$ cat config.mk
export PLATFORM = sky130hd
export DESIGN_NAME = round_timer
export DESIGN_NICKNAME = d
export VERILOG_FILES = /design/src/rtl/game_pkg.sv /design/src/rtl/sec_down_counter.sv /design/src/rtl/round_timer.sv
export SDC_FILE = /design/constraint.sdc
export NUM_CORES = 1
export LEC_CHECK = 0
export ABC_CLOCK_PERIOD_IN_PS = 2450
export BUFFER_PORTS_ARGS = -buffer_cell sky130_fd_sc_hd__clkbuf_2
export CAP_MARGIN = 15
export CORE_MARGIN = 2
export CORE_UTILIZATION = 46
export DETAILED_ROUTE_END_ITERATION = 10
export PLACE_DENSITY_LB_ADDON = 0.05
export SKIP_LAST_GASP = 1
export SYNTH_ARGS = -nofsm -noshare
export SYNTH_HDL_FRONTEND = slang
export SYNTH_SLANG_ARGS = --single-unit
$ cat constraint.sdc
create_clock -name clk -period 2.45 [get_ports clk]
set_clock_uncertainty 0.05 [all_clocks]
set_input_delay 0.245 -clock clk [delete_from_list [all_inputs] [get_ports clk]]
set_output_delay 0.245 -clock clk [all_outputs]
set_load 0.05 [all_outputs]
$ cat src/rtl/game_pkg.sv
// -----------------------------------------------------------------------------
// game_pkg
// Shared definitions for the guesser-side game blocks:
//   - round_timer FSM state encoding
//   - default round durations and the timer_sel encoding used by the
//     timer-select menu
//   - hint-level width shared with the letter cycler
//   - seconds threshold for the optional warning blink
// -----------------------------------------------------------------------------
package game_pkg;

    typedef enum logic [1:0] {
        ST_IDLE    = 2'd0,
        ST_RUN     = 2'd1,
        ST_EXPIRED = 2'd2,
        ST_SOLVED  = 2'd3
    } rt_state_e;

    // Default round lengths in seconds, one per timer_sel code
    localparam int DUR0_DEF = 40;
    localparam int DUR1_DEF = 60;
    localparam int DUR2_DEF = 80;
    localparam int DUR3_DEF = 120;

    // timer_sel encoding
    localparam logic [1:0] TSEL_DUR0 = 2'd0;
    localparam logic [1:0] TSEL_DUR1 = 2'd1;
    localparam logic [1:0] TSEL_DUR2 = 2'd2;
    localparam logic [1:0] TSEL_DUR3 = 2'd3;

    // hint_level width, fixed so MAX_HINT can range 1..7
    localparam int HINT_W       = 3;
    localparam int MAX_HINT_DEF = 3;

    // Seconds remaining at or below which the warning blink runs
    localparam int WARN_SECS = 10;

    // Seconds between hints: the round is split into MAX_HINT+1 equal slices
    function automatic int hint_interval(input int dur, input int max_hint);
        return dur / (max_hint + 1);
    endfunction

endpackage

$ cat src/rtl/sec_down_counter.sv
// -----------------------------------------------------------------------------
// sec_down_counter
// Loadable down-counter with tick enable. Counts down by one on each dec_i,
// saturating at zero. Priority: reset > clr_i > load_i > dec_i.
//
// Ports:
//   clk         in   clock
//   reset       in   synchronous, active-high; clears the count
//   clr_i       in   clear count to 0
//   load_i      in   load load_val_i
//   load_val_i  in   value to load (W bits)
//   dec_i       in   decrement enable (ignored at zero)
//   cnt_o       out  current count (W bits)
//   zero_o      out  count == 0
//   one_o       out  count == 1
// -----------------------------------------------------------------------------
module sec_down_counter #(
    parameter int W = 8
) (
    input  logic         clk,
    input  logic         reset,
    input  logic         clr_i,
    input  logic         load_i,
    input  logic [W-1:0] load_val_i,
    input  logic         dec_i,
    output logic [W-1:0] cnt_o,
    output logic         zero_o,
    output logic         one_o
);

    localparam logic [W-1:0] ONE = {{(W-1){1'b0}}, 1'b1};

    logic [W-1:0] cnt_q, cnt_d;

    always_comb begin
        cnt_d = cnt_q;
        if (clr_i) begin
            cnt_d = '0;
        end else if (load_i) begin
            cnt_d = load_val_i;
        end else if (dec_i && (cnt_q != '0)) begin
            cnt_d = cnt_q - ONE;
        end
    end

    always_ff @(posedge clk) begin
        if (reset) begin
            cnt_q <= '0;
        end else begin
            cnt_q <= cnt_d;
        end
    end

    assign cnt_o  = cnt_q;
    assign zero_o = (cnt_q == '0);
    assign one_o  = (cnt_q == ONE);

endmodule

$ cat src/rtl/round_timer.sv
// -----------------------------------------------------------------------------
// round_timer
// Per-round countdown and hint scheduler for the guesser side. Counts the
// round down on the 1 Hz strobe, releases a hint every DURn/(MAX_HINT+1)
// seconds, and reports expiry or a solved round to the state controller.
//
// Optional build macro: ROUND_TIMER_WARN_EN adds warn_blink, which toggles
// on every tick while running with 10 s or less left.
//
// Ports:
//   clk           in   system clock
//   reset         in   synchronous, active-high
//   tick_1hz      in   one-cycle strobe, once per second
//   game_start    in   level, high while the canvas phase is active
//   word_correct  in   guesser solved the word (level or pulse)
//   timer_sel     in   duration select, sampled on game_start rise
//   timer_done    out  round expired (level)
//   hint_start    out  high once any hint has been released this round
//   hint_level    out  hints released so far, 0..MAX_HINT
//   seconds_left  out  remaining seconds (SEC_W bits)
//   round_solved  out  word guessed before expiry (level)
//   warn_blink    out  low-time warning blink (ROUND_TIMER_WARN_EN only)
// -----------------------------------------------------------------------------
module round_timer
    import game_pkg::*;
#(
    parameter int DUR0     = DUR0_DEF,
    parameter int DUR1     = DUR1_DEF,
    parameter int DUR2     = DUR2_DEF,
    parameter int DUR3     = DUR3_DEF,
    parameter int MAX_HINT = MAX_HINT_DEF,
    parameter int SEC_W    = 8
) (
    input  logic              clk,
    input  logic              reset,
    input  logic              tick_1hz,
    input  logic              game_start,
    input  logic              word_correct,
    input  logic [1:0]        timer_sel,
    output logic              timer_done,
    output logic              hint_start,
    output logic [HINT_W-1:0] hint_level,
    output logic [SEC_W-1:0]  seconds_left,
    output logic              round_solved
`ifdef ROUND_TIMER_WARN_EN
    ,
    output logic              warn_blink
`endif
);

    localparam logic [SEC_W-1:0] DUR0_V = SEC_W'(DUR0);
    localparam logic [SEC_W-1:0] DUR1_V = SEC_W'(DUR1);
    localparam logic [SEC_W-1:0] DUR2_V = SEC_W'(DUR2);
    localparam logic [SEC_W-1:0] DUR3_V = SEC_W'(DUR3);

    localparam logic [SEC_W-1:0] INT0_V = SEC_W'(hint_interval(DUR0, MAX_HINT));
    localparam logic [SEC_W-1:0] INT1_V = SEC_W'(hint_interval(DUR1, MAX_HINT));
    localparam logic [SEC_W-1:0] INT2_V = SEC_W'(hint_interval(DUR2, MAX_HINT));
    localparam logic [SEC_W-1:0] INT3_V = SEC_W'(hint_interval(DUR3, MAX_HINT));

    localparam logic [HINT_W-1:0] MAX_HINT_V = HINT_W'(MAX_HINT);

    function automatic logic [SEC_W-1:0] dur_of(input logic [1:0] sel);
        logic [SEC_W-1:0] v;
        unique case (sel)
            TSEL_DUR0: v = DUR0_V;
            TSEL_DUR1: v = DUR1_V;
            TSEL_DUR2: v = DUR2_V;
            default:   v = DUR3_V;
        endcase
        return v;
    endfunction

    function automatic logic [SEC_W-1:0] int_of(input logic [1:0] sel);
        logic [SEC_W-1:0] v;
        unique case (sel)
            TSEL_DUR0: v = INT0_V;
            TSEL_DUR1: v = INT1_V;
            TSEL_DUR2: v = INT2_V;
            default:   v = INT3_V;
        endcase
        return v;
    endfunction

    rt_state_e         state_q, state_d;
    logic [1:0]        sel_q, sel_d;
    logic              game_start_q;
    logic              timer_done_q, timer_done_d;
    logic              hint_start_q, hint_start_d;
    logic [HINT_W-1:0] hint_level_q, hint_level_d;
    logic              round_solved_q, round_solved_d;
    logic              go_idle;

    logic              sec_clr, sec_load, sec_dec;
    logic [SEC_W-1:0]  sec_load_val, sec_cnt;
    logic              sec_zero, sec_one;

    logic              hint_clr, hint_load, hint_dec;
    logic [SEC_W-1:0]  hint_load_val, hint_cnt;
    logic              hint_zero, hint_one;

`ifdef ROUND_TIMER_WARN_EN
    localparam logic [SEC_W-1:0] WARN_V = SEC_W'(WARN_SECS);
    logic             warn_q, warn_d;
    logic [SEC_W-1:0] sec_minus1;
    assign sec_minus1 = sec_cnt - {{(SEC_W-1){1'b0}}, 1'b1};
`endif

    wire gs_rise = game_start & ~game_start_q;

    sec_down_counter #(.W(SEC_W)) u_sec (
        .clk        (clk),
        .reset      (reset),
        .clr_i      (sec_clr),
        .load_i     (sec_load),
        .load_val_i (sec_load_val),
        .dec_i      (sec_dec),
        .cnt_o      (sec_cnt),
        .zero_o     (sec_zero),
        .one_o      (sec_one)
    );

    sec_down_counter #(.W(SEC_W)) u_hint (
        .clk        (clk),
        .reset      (reset),
        .clr_i      (hint_clr),
        .load_i     (hint_load),
        .load_val_i (hint_load_val),
        .dec_i      (hint_dec),
        .cnt_o      (hint_cnt),
        .zero_o     (hint_zero),
        .one_o      (hint_one)
    );

    always_comb begin
        state_d        = state_q;
        sel_d          = sel_q;
        timer_done_d   = timer_done_q;
        hint_start_d   = hint_start_q;
        hint_level_d   = hint_level_q;
        round_solved_d = round_solved_q;
        go_idle        = 1'b0;
        sec_clr        = 1'b0;
        sec_load       = 1'b0;
        sec_dec        = 1'b0;
        sec_load_val   = dur_of(timer_sel);
        hint_clr       = 1'b0;
        hint_load      = 1'b0;
        hint_dec       = 1'b0;
        hint_load_val  = int_of(sel_q);
`ifdef ROUND_TIMER_WARN_EN
        warn_d         = warn_q;
`endif

        unique case (state_q)
            ST_IDLE: begin
                // A tick coinciding with the rise is dropped: only the load happens.
                if (gs_rise) begin
                    state_d       = ST_RUN;
                    sel_d         = timer_sel;
                    sec_load      = 1'b1;
                    hint_load     = 1'b1;
                    hint_load_val = int_of(timer_sel);
`ifdef ROUND_TIMER_WARN_EN
                    warn_d        = (dur_of(timer_sel) <= WARN_V);
`endif
                end
            end

            ST_RUN: begin
                if (!game_start) begin
                    go_idle = 1'b1;
                end else if (word_correct) begin
                    state_d        = ST_SOLVED;
                    round_solved_d = 1'b1;
`ifdef ROUND_TIMER_WARN_EN
                    warn_d         = 1'b0;
`endif
                end else if (tick_1hz && sec_one) begin
                    // Final tick: expiry wins over a hint due on the same tick.
                    state_d      = ST_EXPIRED;
                    sec_dec      = 1'b1;
                    timer_done_d = 1'b1;
`ifdef ROUND_TIMER_WARN_EN
                    warn_d       = 1'b0;
`endif
                end else if (tick_1hz && !sec_zero) begin
                    sec_dec = 1'b1;
                    // A zero interval (round shorter than MAX_HINT+1 s) also reloads.
                    if (hint_one || hint_zero) begin
                        hint_load = 1'b1;
                        if (hint_level_q < MAX_HINT_V) begin
                            hint_level_d = hint_level_q + 1'b1;
                            hint_start_d = 1'b1;
                        end
                    end else begin
                        hint_dec = 1'b1;
                    end
`ifdef ROUND_TIMER_WARN_EN
                    if (sec_cnt <= WARN_V) begin
                        warn_d = ~warn_q;
                    end else if (sec_minus1 <= WARN_V) begin
                        warn_d = 1'b1;
                    end
`endif
                end
            end

            ST_EXPIRED, ST_SOLVED: begin
                if (!game_start) begin
                    go_idle = 1'b1;
                end
            end

            default: begin
                go_idle = 1'b1;
            end
        endcase

        if (go_idle) begin
            state_d        = ST_IDLE;
            timer_done_d   = 1'b0;
            hint_start_d   = 1'b0;
            hint_level_d   = '0;
            round_solved_d = 1'b0;
            sec_clr        = 1'b1;
            hint_clr       = 1'b1;
            sec_dec        = 1'b0;
            hint_load      = 1'b0;
            hint_dec       = 1'b0;
`ifdef ROUND_TIMER_WARN_EN
            warn_d         = 1'b0;
`endif
        end
    end

    always_ff @(posedge clk) begin
        if (reset) begin
            state_q        <= ST_IDLE;
            sel_q          <= '0;
            // Seeded high so a game_start held across reset is not seen as a rise.
            game_start_q   <= 1'b1;
            timer_done_q   <= 1'b0;
            hint_start_q   <= 1'b0;
            hint_level_q   <= '0;
            round_solved_q <= 1'b0;
        end else begin
            state_q        <= state_d;
            sel_q          <= sel_d;
            game_start_q   <= game_start;
            timer_done_q   <= timer_done_d;
            hint_start_q   <= hint_start_d;
            hint_level_q   <= hint_level_d;
            round_solved_q <= round_solved_d;
        end
    end

`ifdef ROUND_TIMER_WARN_EN
    always_ff @(posedge clk) begin
        if (reset) begin
            warn_q <= 1'b0;
        end else begin
            warn_q <= warn_d;
        end
    end
    assign warn_blink = warn_q;
`endif

    assign timer_done   = timer_done_q;
    assign hint_start   = hint_start_q;
    assign hint_level   = hint_level_q;
    assign seconds_left = sec_cnt;
    assign round_solved = round_solved_q;

endmodule

After elaboration in Yosys (flattened, before gate mapping)
Cells that the tools add are included.
{"block": "op_classes", "addsub": 3, "muxes": 39, "reduce_logical": 24, "bitwise": 4, "n_lt_le_gt_ge": 1, "eq_ne": 12}
{"op": "$mux 8", "n": 6}
{"op": "$pmux 5 s3", "n": 2}
{"op": "$mux 1", "n": 24}
{"op": "$pmux 7 s3", "n": 1}
{"op": "$eq 8x1->1 const B", "n": 2}
{"op": "$logic_not 8->1", "n": 2}
{"op": "$reduce_bool 8->1", "n": 2}
{"op": "$sub 8x1->8 const B", "n": 2}
{"op": "$eq 2x2->1 const B", "n": 4}
{"op": "$mux 2", "n": 4}
{"op": "$reduce_and 4->1", "n": 2}
{"op": "$reduce_and 7->1", "n": 1}
{"op": "$eq 2x1->1 const B", "n": 3}
{"op": "$logic_not 2->1", "n": 3}
{"op": "$reduce_bool 2->1", "n": 3}
{"op": "$logic_and 1x1->1", "n": 4}
{"op": "$ne 2x2->1 const B", "n": 2}
{"op": "$pmux 2 s2", "n": 1}
{"op": "$reduce_or 2->1", "n": 2}
{"op": "$add 3x1->3 const B", "n": 1}
{"op": "$lt 3x2->1 const B", "n": 1}
{"op": "$ne 3x3->1 const B", "n": 1}
{"op": "$not 1->1", "n": 3}
{"op": "$reduce_and 3->1", "n": 1}
{"op": "other kinds (6)", "n": 6}
{"block": "totals", "input_bits": 7, "output_inout_bits": 14, "elab_cells": 92, "regBits": 27}

Logic depth before layout (Yosys ltp)
{"block": "depth", "ltp_word": 12, "ltp_mapped": 8, "mapped_depth_nobuf": 7}

Modules after synthesis
Synthesis repeated with hierarchy kept, for this count alone.
{"block": "unflattened", "hier_cells": 183, "area_unflattened_um2": 1624.1}
{"mod": "sec_down_counter", "instances": 2, "cells_per_inst": 58, "seq_area_each_um2": 160.2, "area_per_inst_um2": 510.5}
{"mod": "round_timer", "instances": 1, "cells_per_inst": 67, "seq_area_each_um2": 220.2, "area_per_inst_um2": 603.1}

Worst setup path after synthesis
Ideal clock, no wire load.
{"block": "synth_timing", "path_kind": "register to register", "start": "register u_sec.cnt_q[0] (netlist: u_sec.cnt_o[0])", "end": "register u_hint.cnt_q[5] (netlist: u_hint.cnt_o[5])", "slack_ps": 199, "path_buffers": 0, "setup_ps": 71, "stages_incl_launch_ff": 8, "synth_period_minus_slack_ps": 2251, "t_arrival_ps": 2130, "required_ps": 2329, "cell_sequence": "dfxtp_1 inv_1 ha_1 nor2_1 o311a_4 nand2_1 or4_1 a21oi_1"}
{"block": "synth_via", "elab_chain_len": 11, "word_cells_on_any_way": 20, "classes_between": "eq/ne (1); mux (13); reduce/logical (6)"}
{"item": "from (decl)", "line": "sec_down_counter.sv:33", "rtl": "logic [W-1:0] cnt_q, cnt_d;"}
{"item": "from (signal assigned)", "line": "sec_down_counter.sv:50", "rtl": "cnt_q <= cnt_d;"}
{"item": "$logic_not 8->1", "line": "sec_down_counter.sv:55", "rtl": "assign zero_o = (cnt_q == '0);"}
{"item": "$logic_not 1->1", "line": "round_timer.sv:187", "rtl": "end else if (tick_1hz && !sec_zero) begin"}
{"item": "$logic_and 1x1->1", "line": "round_timer.sv:187"}
{"item": "$mux 1", "line": "round_timer.sv:187"}
{"item": "$mux 1", "line": "round_timer.sv:179", "rtl": "end else if (tick_1hz && sec_one) begin"}
{"item": "$mux 1", "line": "round_timer.sv:173", "rtl": "end else if (word_correct) begin"}
{"item": "$mux 1", "line": "round_timer.sv:171", "rtl": "if (!game_start) begin"}
{"item": "$mux 1", "line": "round_timer.sv:155", "rtl": "unique case (state_q)"}
{"item": "$mux 1", "line": "round_timer.sv:220", "rtl": "if (go_idle) begin"}
{"item": "$logic_and 1x1->1", "line": "sec_down_counter.sv:41", "rtl": "end else if (dec_i && (cnt_q != '0)) begin"}
{"item": "$reduce_bool 2->1 (no source line)"}
{"item": "to (signal assigned)", "line": "sec_down_counter.sv:50"}
{"item": "to (decl)", "line": "sec_down_counter.sv:33"}
Parallel ways exist; a longest one is shown, timed or not.
A chain may end at the register's enable or synchronous reset.

Worst setup path in the final report
Ends and elaborated chain as after synthesis.

==> impl_results.html <==
<table>
<tr><th>Metric</th><th>Value</th></tr>
<tr><th colspan="2">Yosys</th></tr>
<tr><td>Mapped Nets</td><td>185</td></tr>
<tr><td>Synth Warn #</td><td>0</td></tr>
<tr><td>Count of unique library cells instantiated by Yosys</td><td>50</td></tr>
<tr><td>Cell area after synthesis</td><td>between 1000 and 1500 um2</td></tr>
<tr><td>Synthesized area divided by synthesized cell count</td><td>8.68 um2</td></tr>
<tr><td>Post-synth top area cell</td><td>sky130_fd_sc_hd__dfxtp_1</td></tr>
<tr><td>Most used standard cells in the synthesized netlist</td><td>sky130_fd_sc_hd__dfxtp_1 (27), sky130_fd_sc_hd__nor2_1 (27), sky130_fd_sc_hd__a21oi_1 (10)</td></tr>
<tr><td>Total of flip-flops plus latches after synthesis</td><td>27</td></tr>
<tr><td>Cell types with the largest area share after synthesis</td><td>sky130_fd_sc_hd__dfxtp_1 (36%), sky130_fd_sc_hd__nor2_1 (6.8%), sky130_fd_sc_hd__ha_1 (5.0%)</td></tr>
<tr><td>Top FF cell, synth</td><td>sky130_fd_sc_hd__dfxtp_1</td></tr>
<tr><td>Post-synth EDFFs</td><td>0</td></tr>
<tr><td>Share of the synthesized area in the top cell type</td><td>0.362</td></tr>
<tr><td>Proportion of synthesized flip-flops having asynchronous set or reset</td><td>0</td></tr>
<tr><td>Synthesized instance count</td><td>172</td></tr>
<tr><td>Sequential area share after synthesis</td><td>0.362</td></tr>
<tr><th colspan="2">Critical path</th></tr>
<tr><td>Maximum net fanout on the critical path</td><td>8</td></tr>
<tr><td>Worst-path cell with the longest stage delay</td><td>sky130_fd_sc_hd__dfxtp_1</td></tr>
<tr><td>Dominant delay contributor by cell family on the critical path</td><td>simple AND/OR/NAND/NOR gates</td></tr>
<tr><td>Crit path capture type</td><td>register</td></tr>
<tr><td>Buffer and inverter count on the worst path</td><td>1</td></tr>
<tr><td>Critical path class</td><td>reg2reg</td></tr>
<tr><td>Peak per-stage delay on the critical path</td><td>0.46 ns</td></tr>
<tr><td>WP data required</td><td>2.67 ns</td></tr>
<tr><td>Cells along the critical path</td><td>inv_1 -&gt; ha_1 -&gt; nor2_1 -&gt; o311a_4 -&gt; nand2_1 -&gt; or4_1 -&gt; a21oi_1</td></tr>
<tr><td>Sort of element at the start of the critical path</td><td>register</td></tr>
<tr><td>CP arrival</td><td>2.35 ns</td></tr>
<tr><th colspan="2">Timing</th></tr>
<tr><td>Min Tclk post-route</td><td>2.13 ns</td></tr>
<tr><td>Part of the cycle the worst path needs</td><td>0.871</td></tr>
<tr><td>Slack of the critical path</td><td>0.317 ns</td></tr>
<tr><td>Final setup viols</td><td>0</td></tr>
<tr><td>Slew @ Worst Pin</td><td>0.636 ns</td></tr>
<tr><td>Headroom to the max-slew limit</td><td>0.575</td></tr>
<tr><td>Unrepaired setup endpoints after global routing</td><td>no</td></tr>
<tr><td>Fmax</td><td>about 470 MHz</td></tr>
<tr><td>Total negative setup slack</td><td>0 ns</td></tr>
<tr><td>Number of hold violations in the final report</td><td>0</td></tr>
<tr><td>Worst hold-check slack</td><td>0.103 ns</td></tr>
<tr><td>Max-slew violations</td><td>0</td></tr>
<tr><th colspan="2">Power and ir drop</th></tr>
<tr><td>Clock share of power</td><td>0.249</td></tr>
<tr><td>Max rail drop VDD</td><td>0.305 mV</td></tr>
<tr><td>Sw Pwr</td><td>263 uW</td></tr>
<tr><td>Total internal power</td><td>about 580 uW</td></tr>
<tr><td>Sw Share</td><td>0.313</td></tr>
<tr><td>Cell Pwr Density</td><td>about 500 nW/um2</td></tr>
<tr><td>Sequential power share</td><td>0.561</td></tr>
<tr><td>Combinational cell fraction of total power</td><td>0.191</td></tr>
<tr><td>Static Leak</td><td>0.647 nW</td></tr>
<tr><th colspan="2">Floorplan</th></tr>
<tr><td>Horizontal die dimension</td><td>61.0 um</td></tr>
<tr><td>Site row count</td><td>20</td></tr>
<tr><td>Die area</td><td>3720 um2</td></tr>
<tr><td>Number of I/O pins</td><td>21</td></tr>
<tr><td>Initial Utilization</td><td>0.485</td></tr>
<tr><td>Core Box Area</td><td>about 3000 um2</td></tr>
<tr><td>Chip height</td><td>61.0 um</td></tr>
<tr><th colspan="2">Routing</th></tr>
<tr><td>DRC Markers</td><td>0</td></tr>
<tr><td>Count of antenna-violating nets left after detailed routing</td><td>0</td></tr>
<tr><td>Iteration-0 DRC Markers</td><td>58</td></tr>
<tr><td>Post-Route WL</td><td>3310 um</td></tr>
<tr><td>Number of vias per cell after detailed routing</td><td>approximately 5.6</td></tr>
<tr><td>Detailed Routing Iterations Pass 1</td><td>6</td></tr>
<tr><td>Routed length on met2</td><td>1470 um</td></tr>
<tr><td>Per-cell routed wire length</td><td>14.0 um</td></tr>
<tr><td>Vias</td><td>1331</td></tr>
<tr><td>Met3 Wirelength</td><td>175 um</td></tr>
<tr><td>Total routed wire length on the met1 layer</td><td>~1600 um</td></tr>
<tr><td>Highest signal layer in the routed design</td><td>met4</td></tr>
<tr><th colspan="2">Clock tree</th></tr>
<tr><td>TritonCTS clock tree</td><td>done</td></tr>
<tr><td>Clock Pin Slew Worst Setup and Hold Paths</td><td>about 0.16 ns</td></tr>
<tr><td>Sink Count</td><td>27</td></tr>
<tr><td>Number of cells upsized or downsized after cts</td><td>0</td></tr>
<tr><td>Deepest level of the CTS H-tree</td><td>1</td></tr>
<tr><td>Hold Buf Count CTS</td><td>0</td></tr>
<tr><td>CTS root buffer</td><td>sky130_fd_sc_hd__clkbuf_4</td></tr>
<tr><td>Number of buffers created by CTS</td><td>3</td></tr>
<tr><td>Latest clock arrival within the worst-skew pair</td><td>0.34 ns</td></tr>
<tr><td>Largest buffer count on any clock path</td><td>2</td></tr>
<tr><td>Post-CTS repair timing setup buffer count</td><td>0</td></tr>
<tr><th colspan="2">Cells and area</th></tr>
<tr><td>Final #Nets</td><td>206</td></tr>
<tr><td>Number of non-filler instances in the completed layout</td><td>~240</td></tr>
<tr><td>Fraction of layout cells with a size suffix above 1</td><td>0.203</td></tr>
<tr><td>Synth-to-layout area growth</td><td>11.4%</td></tr>
<tr><td>Diodes inserted</td><td>0</td></tr>
<tr><th colspan="2">Worst hold path</th></tr>
<tr><td>Hold crit path type</td><td>in2reg</td></tr>
<tr><th colspan="2">Placed design</th></tr>
<tr><td>PortBufs</td><td>20</td></tr>
<tr><td>RD Place Congestion</td><td>between 0.8 and 0.9</td></tr>
<tr><td>Final HPWL DP</td><td>2570 um</td></tr>
<tr><td>Pre-CTS setup slack</td><td>0.358 ns</td></tr>
<tr><td>Placed Instances</td><td>between 200 and 250</td></tr>
<tr><th colspan="2">Global routing</th></tr>
<tr><td>Leftover overflow at the end of global routing</td><td>0</td></tr>
<tr><td>Number of antenna violations at the first check in global routing</td><td>0</td></tr>
<tr><td>Total routing resource utilization after global routing</td><td>0.205</td></tr>
<tr><td>Pin count of the biggest net entering global routing</td><td>18</td></tr>
<tr><td>Via count of the first global-routing pass</td><td>approximately 1200</td></tr>
<tr><td>First-pass GRT wire length</td><td>5650 um</td></tr>
<tr><th colspan="2">Flow run</th></tr>
<tr><td>Number of maximum-capacitance constraint violations</td><td>0</td></tr>
<tr><th colspan="2">Outcome</th></tr>
<tr><td>Outcome</td><td>complete, no violations</td></tr>
</table>
-- power by group through the flow --
stage	Combinational [mW]	Clock, mW	Sequential, mW
3_3_place_gp	0.156	0	0.478
2_1_floorplan	0.105	0	0.494
4_1_cts	0.160	0.218	0.470
5_1_grt	0.178	0.239	0.473
3_5_place_dp	0.159	0	0.479
6_report	0.160	0.208	0.470
-- kinds of logic (layout without fill, tap and decap cells) --
| family | Yosys count | count (layout) | share of synthesized area |
|---|---|---|---|
| flops | 27 | 27 | 0.362 |
| xor+xnor | 7 | 7 | 0.0411 |
| fa+ha+maj | 6 | 6 | 0.0503 |
| compound gates | 45 | 45 | 0.229 |
| mux | 2 | 2 | 0.0134 |
| buf+inv | 12 | 32 | 0.0402 |
| simple gates | 73 | 73 | 0.264 |
-- registers in the layout, summed over array words and instances, names as in the netlist --
signal        cells
u_sec.cnt_o       8
sel_q             2
u_hint.cnt_o      8
round_solved      1
timer_done        1
hint_level        3
hint_start        1
game_start_q      1
state_q           2
-- per-layer routing --
layer  vias to the layer above  track usage
met4                         0       0.0528
met3                         4       0.0533
li1                        673            -
met2                        38        0.327
met5                         -            0
met1                       616        0.277
-- cell type report --
type                       instances  area (um2)
timing repair buffer              22         115
clock inverter                     1        8.76
clock buffer                       3        22.5
multi-input combinational        133         898
tap                               44        55.1
inverter                           6        22.5
sequential                        27         541
fill                             301        1420
-- metrics by stage --
stage	area (um2)	power, mW	utilization
detailed placement	1630	0.638	0.530
finish	1660	0.838	0.540
global placement	1630	0.635	0.530
floorplan	1490	0.599	-
CTS	1660	0.847	0.540
global route	1660	0.890	0.540
-- worst min-delay path, stage by stage --
cell                       delay [ns]
sky130_fd_sc_hd__clkbuf_2        0.11
sky130_fd_sc_hd__nand2_1         0.06
sky130_fd_sc_hd__a21oi_1         0.05
-- path summary, 6_finish.rpt --
check / startpoint / to / slack, ns / cells after the start
hold / removal: timer_sel[0] / sel_q[0] / 0.10 / 3
hold reg to reg: hint_start / hint_start / 0.44 / 1
setup reg to reg: u_sec.cnt_o[0] / u_hint.cnt_o[5] / 0.32 / 7
setup / recovery: u_sec.cnt_o[0] / u_hint.cnt_o[5] / 0.32 / 7
-- cell usage in the layout, fill, tap and decap left out, types with 3 or more instances in the layout --
master                     count
sky130_fd_sc_hd__nor2_1       27
sky130_fd_sc_hd__dfxtp_1      27
sky130_fd_sc_hd__clkbuf_2     20
sky130_fd_sc_hd__a21oi_1      10
sky130_fd_sc_hd__nor3_1        9
sky130_fd_sc_hd__nand2_1       9
sky130_fd_sc_hd__o21ai_0       7
sky130_fd_sc_hd__inv_1         6
sky130_fd_sc_hd__xor2_1        6
sky130_fd_sc_hd__ha_1          6
sky130_fd_sc_hd__o31ai_1       4
sky130_fd_sc_hd__nor3b_1       3
sky130_fd_sc_hd__nand3_1       3
sky130_fd_sc_hd__a211oi_1      3
sky130_fd_sc_hd__o22ai_1       3
sky130_fd_sc_hd__clkbuf_4      3
(Power assumes the default switching activity.)
